`config.mk`:
```
export PLATFORM = sky130hd
export DESIGN_NAME = fft_addr_sequencer
export DESIGN_NICKNAME = d
export VERILOG_FILES = /design/src/rtl/fft_addr_sequencer.sv
export SDC_FILE = /design/constraint.sdc
export NUM_CORES = 1
export LEC_CHECK = 0
export CAP_MARGIN = 20
export CORE_ASPECT_RATIO = 1.25
export CORE_MARGIN = 2
export CORE_UTILIZATION = 45
export CTS_CLUSTER_SIZE = 24
export DETAILED_ROUTE_END_ITERATION = 6
export DONT_BUFFER_PORTS = 1
export PLACE_DENSITY_LB_ADDON = 0.15
export SLEW_MARGIN = 20
export SYNTH_ARGS = -nofsm -noshare
export SYNTH_HDL_FRONTEND = slang
export SYNTH_SLANG_ARGS = --single-unit
```
`constraint.sdc`:
```
create_clock -name i_clk -period 8.6 [get_ports i_clk]
set_clock_uncertainty 0.1 [all_clocks]
set_input_delay 1.29 -clock i_clk [delete_from_list [all_inputs] [get_ports i_clk]]
set_output_delay 1.29 -clock i_clk [all_outputs]
set_load 0.005 [all_outputs]
```
`src/rtl/fft_addr_sequencer.sv`:
```
// Self-sequencing address generator for an in-place radix-2 DIT FFT with ping-pong banks.
// Optional `FFT_ADDR_SEQ_STALL_EN adds i_stall, which freezes the whole sequence while high.
module fft_addr_sequencer #(
   parameter int LOG2_N     = 10,
   parameter int BF_LATENCY = 4
) (
   input  logic                      i_clk,
   input  logic                      i_rst_n,
   input  logic                      i_start,
`ifdef FFT_ADDR_SEQ_STALL_EN
   input  logic                      i_stall,
`endif
   output logic                      o_busy,
   output logic                      o_done,
   output logic [$clog2(LOG2_N)-1:0] o_stage,
   output logic                      o_rd_en,
   output logic                      o_rd_bank,
   output logic [LOG2_N-1:0]         o_rd_addr_a,
   output logic [LOG2_N-1:0]         o_rd_addr_b,
   output logic [LOG2_N-2:0]         o_tw_addr,
   output logic                      o_wr_en,
   output logic                      o_wr_bank,
   output logic [LOG2_N-1:0]         o_wr_addr_a,
   output logic [LOG2_N-1:0]         o_wr_addr_b,
   output logic [1:0]                o_dbg_state
);
   localparam int STG_W  = $clog2(LOG2_N);
   localparam int PAIR_W = LOG2_N - 1;
   localparam int TW_W   = LOG2_N - 1;
   localparam logic [STG_W-1:0]  STG_LAST   = STG_W'(LOG2_N - 1);
   localparam logic [PAIR_W-1:0] PAIR_LAST  = '1;
   localparam logic [4:0]        DRAIN_LAST = 5'(BF_LATENCY - 1);

   typedef enum logic [1:0] {IDLE = 2'd0, RUN = 2'd1, DRAIN = 2'd2, FLUSH = 2'd3} state_t;

   typedef struct packed {
      logic              en;
      logic              bank;
      logic [LOG2_N-1:0] a;
      logic [LOG2_N-1:0] b;
      logic [TW_W-1:0]   tw;
      logic              last;
   } rd_t;

   typedef struct packed {
      logic              en;
      logic              bank;
      logic [LOG2_N-1:0] a;
      logic [LOG2_N-1:0] b;
      logic              last;
   } wr_t;

   state_t            state;
   logic [STG_W-1:0]  stage;
   logic [PAIR_W-1:0] pair;
   logic [PAIR_W-1:0] pair_inc;
   logic [4:0]        cnt;
   rd_t               rd_q;
   wr_t               pipe [BF_LATENCY];
   logic              hold;

   // Butterfly addresses: insert a zero at bit s of the pair index; b sets that bit.
   function automatic rd_t mk_rd(input logic [STG_W-1:0] s, input logic [PAIR_W-1:0] p,
                                 input logic last);
      rd_t               r;
      int                si;
      logic [LOG2_N-1:0] pw;
      logic [LOG2_N-1:0] span;
      logic [LOG2_N-1:0] lo;
      si     = int'(s);
      pw     = LOG2_N'(p);
      span   = LOG2_N'(1) << si;
      lo     = pw & (span - LOG2_N'(1));
      r.en   = 1'b1;
      r.bank = s[0];
      r.a    = ((pw >> si) << (si + 1)) | lo;
      r.b    = r.a | span;
      r.tw   = TW_W'(lo << (LOG2_N - 1 - si));
      r.last = last;
      return r;
   endfunction

`ifdef FFT_ADDR_SEQ_STALL_EN
   assign hold = i_stall & (state != IDLE);
`else
   assign hold = 1'b0;
`endif

   assign pair_inc = pair + PAIR_W'(1);

   always_ff @(posedge i_clk or negedge i_rst_n) begin
      if (!i_rst_n) begin
         state <= IDLE;
         stage <= '0;
         pair  <= '0;
         cnt   <= '0;
         rd_q  <= '0;
         for (int i = 0; i < BF_LATENCY; i++) pipe[i] <= '0;
      end else if (!hold) begin
         // The write side is the read side replayed BF_LATENCY cycles later into the other bank.
         pipe[0] <= '{en: rd_q.en, bank: ~rd_q.bank, a: rd_q.a, b: rd_q.b,
                      last: rd_q.en & rd_q.last};
         for (int i = 1; i < BF_LATENCY; i++) pipe[i] <= pipe[i-1];
         unique case (state)
            IDLE: begin
               rd_q.en   <= 1'b0;
               rd_q.last <= 1'b0;
               if (i_start) begin
                  state <= RUN;
                  stage <= '0;
                  pair  <= '0;
                  rd_q  <= mk_rd('0, '0, 1'b0);
               end
            end
            RUN: begin
               if (pair == PAIR_LAST) begin
                  rd_q.en   <= 1'b0;
                  rd_q.last <= 1'b0;
                  if (stage == STG_LAST) begin
                     state <= FLUSH;
                  end else begin
                     state <= DRAIN;
                     cnt   <= '0;
                     stage <= stage + STG_W'(1);
                     pair  <= '0;
                  end
               end else begin
                  pair <= pair_inc;
                  rd_q <= mk_rd(stage, pair_inc, (stage == STG_LAST) && (pair_inc == PAIR_LAST));
               end
            end
            DRAIN: begin
               if (cnt == DRAIN_LAST) begin
                  state <= RUN;
                  rd_q  <= mk_rd(stage, pair, 1'b0);
               end else begin
                  cnt <= cnt + 5'd1;
               end
            end
            FLUSH: begin
               if (pipe[BF_LATENCY-1].last) state <= IDLE;
            end
         endcase
      end
   end

   assign o_busy      = (state != IDLE);
   assign o_done      = pipe[BF_LATENCY-1].last & ~hold;
   assign o_stage     = stage;
   assign o_rd_en     = rd_q.en & ~hold;
   assign o_rd_bank   = rd_q.bank;
   assign o_rd_addr_a = rd_q.a;
   assign o_rd_addr_b = rd_q.b;
   assign o_tw_addr   = rd_q.tw;
   assign o_wr_en     = pipe[BF_LATENCY-1].en & ~hold;
   assign o_wr_bank   = pipe[BF_LATENCY-1].bank;
   assign o_wr_addr_a = pipe[BF_LATENCY-1].a;
   assign o_wr_addr_b = pipe[BF_LATENCY-1].b;
   assign o_dbg_state = state;

endmodule

```
==> key figures <==
CTS
  • Clock buffer depth: 2
  • Post-CTS Resized: 0
  • CTS Sinks: 144
  • CTS Buf Count: 17
  • Setup bufs post-CTS: 0
  • CTS tree: yes
  • CTS root buf: clkbuf_16
  • Clock latency at the later pin of the worst-skew pair: 0.43 ns
  • Worst-path clk slew: 0.07 ns
  • H-tree Lvls: 4
  • Hold buffer count at CTS: 0

Worst setup path
  • Delay-heaviest family, CP: simple AND/OR/NAND/NOR gates
  • Setup crit end kind: flip-flop
  • Startpoint types: flip-flop
  • CP Buf/Inv Count: 4
  • Max FO, Critical Path: 42
  • CP peak stage delay: 0.72 ns
  • Reg2reg setup slack: 4.08 ns
  • Worst path cell trace: buf_4 > clkinv_1 > buf_4 > ha_1 > inv_1 > nand2_1 > nor3_1 > a221oi_1 > nor3_1 > nand2b_1 > a2bb2oi_1 > a21oi_1 > o221ai_1
  • R2r endpoint: o_rd_addr_b[9]
  • Reg2reg start: o_stage[1]
  • Crit Path Category: flip-flop to flip-flop
  • Worst path slowest cell: nor3_1
  • Worst path required time: 8.82 ns
  • Reg2Reg Depth: 13
  • Worst endpoint data arrival time: 4.74 ns

Drt
  • First drt pass iteration count: 6
  • Number of remaining DRC errors: 0
  • Per-cell routed wire length: 24.0 microns
  • Via/cell ratio: 6.25
  • DR iter-0 viols: 484
  • Vias: 6072
  • ANT nets after route: 0
  • WL final: 23.3 mm

Floorplan
  • Die Wd: 121 microns
  • Die height: 151 microns
  • Total die area: 18300 sq um
  • Initial Util: 46.0%
  • Core Rows: 53
  • Core area: 16800 sq um
  • Top-Level Pins: 64

Synthesis
  • Top_reg_cell synth: dfrtp_1
  • Mapped cell area: 7740 sq um
  • Ys async rst share: 100%
  • Ys Warns: 0
  • Top cell type by total area after synthesis: dfrtp_1
  • Distinct cell type count after synthesis: 84
  • Ranking of synthesized cells by area: dfrtp_1 47%, buf_4 4.9%, nand2_1 4.3%
  • Syn_area_per_cell: 9.59 sq um
  • Top cell type's share of synthesized area: 46.5%
  • Synthesized Nets: 829
  • Sequential share of the synthesized area: 46.5%
  • Syn Inst Count: 808
  • Number of flops mapped to enable cells by yosys: 0
  • Synth Register Bits: 144

Global routing
  • Gr ovfl total: 0
  • Gr usage total: 26.5%
  • Largest net degree at the start of global routing: 145
  • Global-route wire length before repair: 36.3 mm
  • Vias in the first global route: 5923
  • Antenna violations before repair: 1

Placed design
  • HPWL Detailed: 16.5 mm
  • Input/output buffers: 0
  • GP Congestion: 1.00
  • Placed Instance Area: 7520 sq um

Timing
  • Max Clock Freq: 221 MHz
  • Final Max Slew Viols: 0
  • Final setup fails: 0
  • Worst Tran Pin Value: 1.03 ns
  • Slew margin rel.: 30.4%
  • Hold Vio Cnt, Final: 0
  • Crit share post-route: 52.5%
  • TNS Setup: 0 ns
  • RSZ-0062 raised after global routing: no
  • Min Clock Period, post-route: 4.52 ns

Status
  • Status: finished, final reports clean

Layout
  • Synthesis-to-layout area growth: 4.78%
  • Final #Nets: 760
  • Final Cell Area: 8120 sq um
  • Antenna diodes: 0
  • Layout cells sized above 1: 9.57%

Power and ir drop
  • P per Cell Area: 174 nW/um^2
  • VDD IR max: 0.119 mV
  • Leak: 3.37 nW

Worst hold path
  • HP Start: pipe[87]
  • Hold Path End: pipe[64]
  • Worst Hold Depth: 0
  • Worst hold path type: flip-flop to flip-flop

Run
  • Max-cap violations: 0
[routing by layer]
layer | wire length [microns] | vias to the layer above | global-route usage, % | part of all wire (%)
met1 | 9820 | 3023 | 33.9 | 42
li1 | - | 2736 | - | -
met2 | 10900 | 257 | 41.7 | 47
met4 | 1030 | 2 | 13.4 | 4.4
met5 | 17 | - | 0 | 0.073
met3 | 1550 | 54 | 6.78 | 6.6
[cell usage in the layout, fill, tap and decap left out, types with 4 or more instances in the layout]
| cell type | synthesis | routed |
|---|---|---|
| inv_1 | 19 | 19 |
| a21oi_1 | 38 | 38 |
| dfrtp_1 | 144 | 143 |
| a211o_1 | 6 | 6 |
| clkbuf_16 | 0 | 17 |
| a22o_1 | 6 | 6 |
| o221ai_1 | 6 | 6 |
| o21ai_1 | 7 | 7 |
| o31ai_1 | 8 | 8 |
| and3_1 | 9 | 9 |
| a311oi_1 | 4 | 4 |
| nor4_1 | 4 | 4 |
| nor2b_1 | 7 | 7 |
| xnor2_1 | 10 | 10 |
| a21o_1 | 4 | 4 |
| a22oi_1 | 7 | 7 |
| nand2b_1 | 11 | 11 |
| nor2_1 | 51 | 51 |
| mux2i_1 | 21 | 21 |
| a32oi_1 | 6 | 6 |
| a31oi_1 | 7 | 7 |
| clkinv_1 | 4 | 4 |
| ha_1 | 18 | 18 |
| o22ai_1 | 10 | 10 |
| o21ai_0 | 66 | 66 |
| nand3_1 | 17 | 17 |
| nand4_1 | 7 | 7 |
| nor3_1 | 26 | 26 |
| inv_8 | 0 | 4 |
| o211ai_1 | 10 | 10 |
| mux2_2 | 6 | 6 |
| and2_1 | 7 | 7 |
| inv_6 | 0 | 5 |
| nand2_1 | 89 | 89 |
| buf_4 | 51 | 9 |
[power breakdown]
part           internal [mW]  switching [mW]  total (mW)
Combinational      0.0000734               0   0.0000748
Sequential             0.677               0       0.677
Clock                  0.414           0.319       0.732
[cells by family (layout without fill, tap and decap cells)]
kind of cell	Yosys count	in the layout	synth area share (%)
simple gates	249	249	15.5
mux	29	29	4.17
xor+xnor	14	14	1.68
fa+ha+maj	18	18	2.91
compound gates	234	234	20.7
flops	144	144	46.5
buf+inv	120	64	8.56
[worst max path at each step]
stage	from	cells past startpoint	endpoint
3_3_place_gp	o_stage[1]	13	o_rd_addr_b[9]
2_1_floorplan	o_stage[0]	17	o_rd_addr_b[4]
4_1_cts	o_stage[1]	13	o_rd_addr_b[9]
3_5_place_dp	o_stage[1]	13	o_rd_addr_b[9]
6_report	o_stage[1]	13	o_rd_addr_b[9]
5_1_grt	o_stage[1]	13	o_rd_addr_b[9]
[final cells by class]
class                   instances  area (sq um)
clock inverters                15           168
multi-input cells             544          3490
clock buffers                  17           425
fillers                      1609          8730
inverters                      23          86.3
flip-flops and latches        144          3600
repair buffers                  9          67.6
well taps                     220           275
[sequential cells by signal, indices dropped and copies added (netlist names), 2 cells and up]
| signal | count |
|---|---|
| o_rd_addr_a | 10 |
| o_stage | 4 |
| o_wr_addr_a | 10 |
| o_rd_addr_b | 10 |
| pipe | 69 |
| pair | 9 |
| o_dbg_state | 2 |
| cnt | 5 |
| o_tw_addr | 9 |
| o_wr_addr_b | 10 |
[metrics by stage]
stage	utilization, %	instances	power (mW)	hold WS, ns	setup slack (ns)
finish	48.2	972	1.41	0.243	4.08
global route	48.2	972	1.46	0.252	3.78
CTS	48.2	972	1.43	0.247	4.24
detailed placement	44.7	940	0.690	0.235	4.26
global placement	44.7	940	0.690	0.231	4.22
floorplan	-	808	0.690	0.231	4.64
[cell usage after synthesis (3+ instances only)]
master	number
dfrtp_1	144
nand2_1	89
o21ai_0	66
buf_4	51
nor2_1	51
a21oi_1	38
clkbuf_1	27
nor3_1	26
mux2i_1	21
inv_1	19
ha_1	18
nand3_1	17
buf_2	16
nand2b_1	11
o211ai_1	10
o22ai_1	10
xnor2_1	10
and3_1	9
o31ai_1	8
a22oi_1	7
a31oi_1	7
and2_1	7
nand4_1	7
nor2b_1	7
o21ai_1	7
a211o_1	6
a22o_1	6
a32oi_1	6
mux2_2	6
o221ai_1	6
a21o_1	4
a311oi_1	4
clkinv_1	4
nor4_1	4
a211oi_1	3
a221oi_1	3
o2111ai_1	3
o211a_1	3
o21a_1	3
o311ai_0	3
or3_1	3
xor2_1	3
Note: power is estimated with default switching activity, not from simulation.
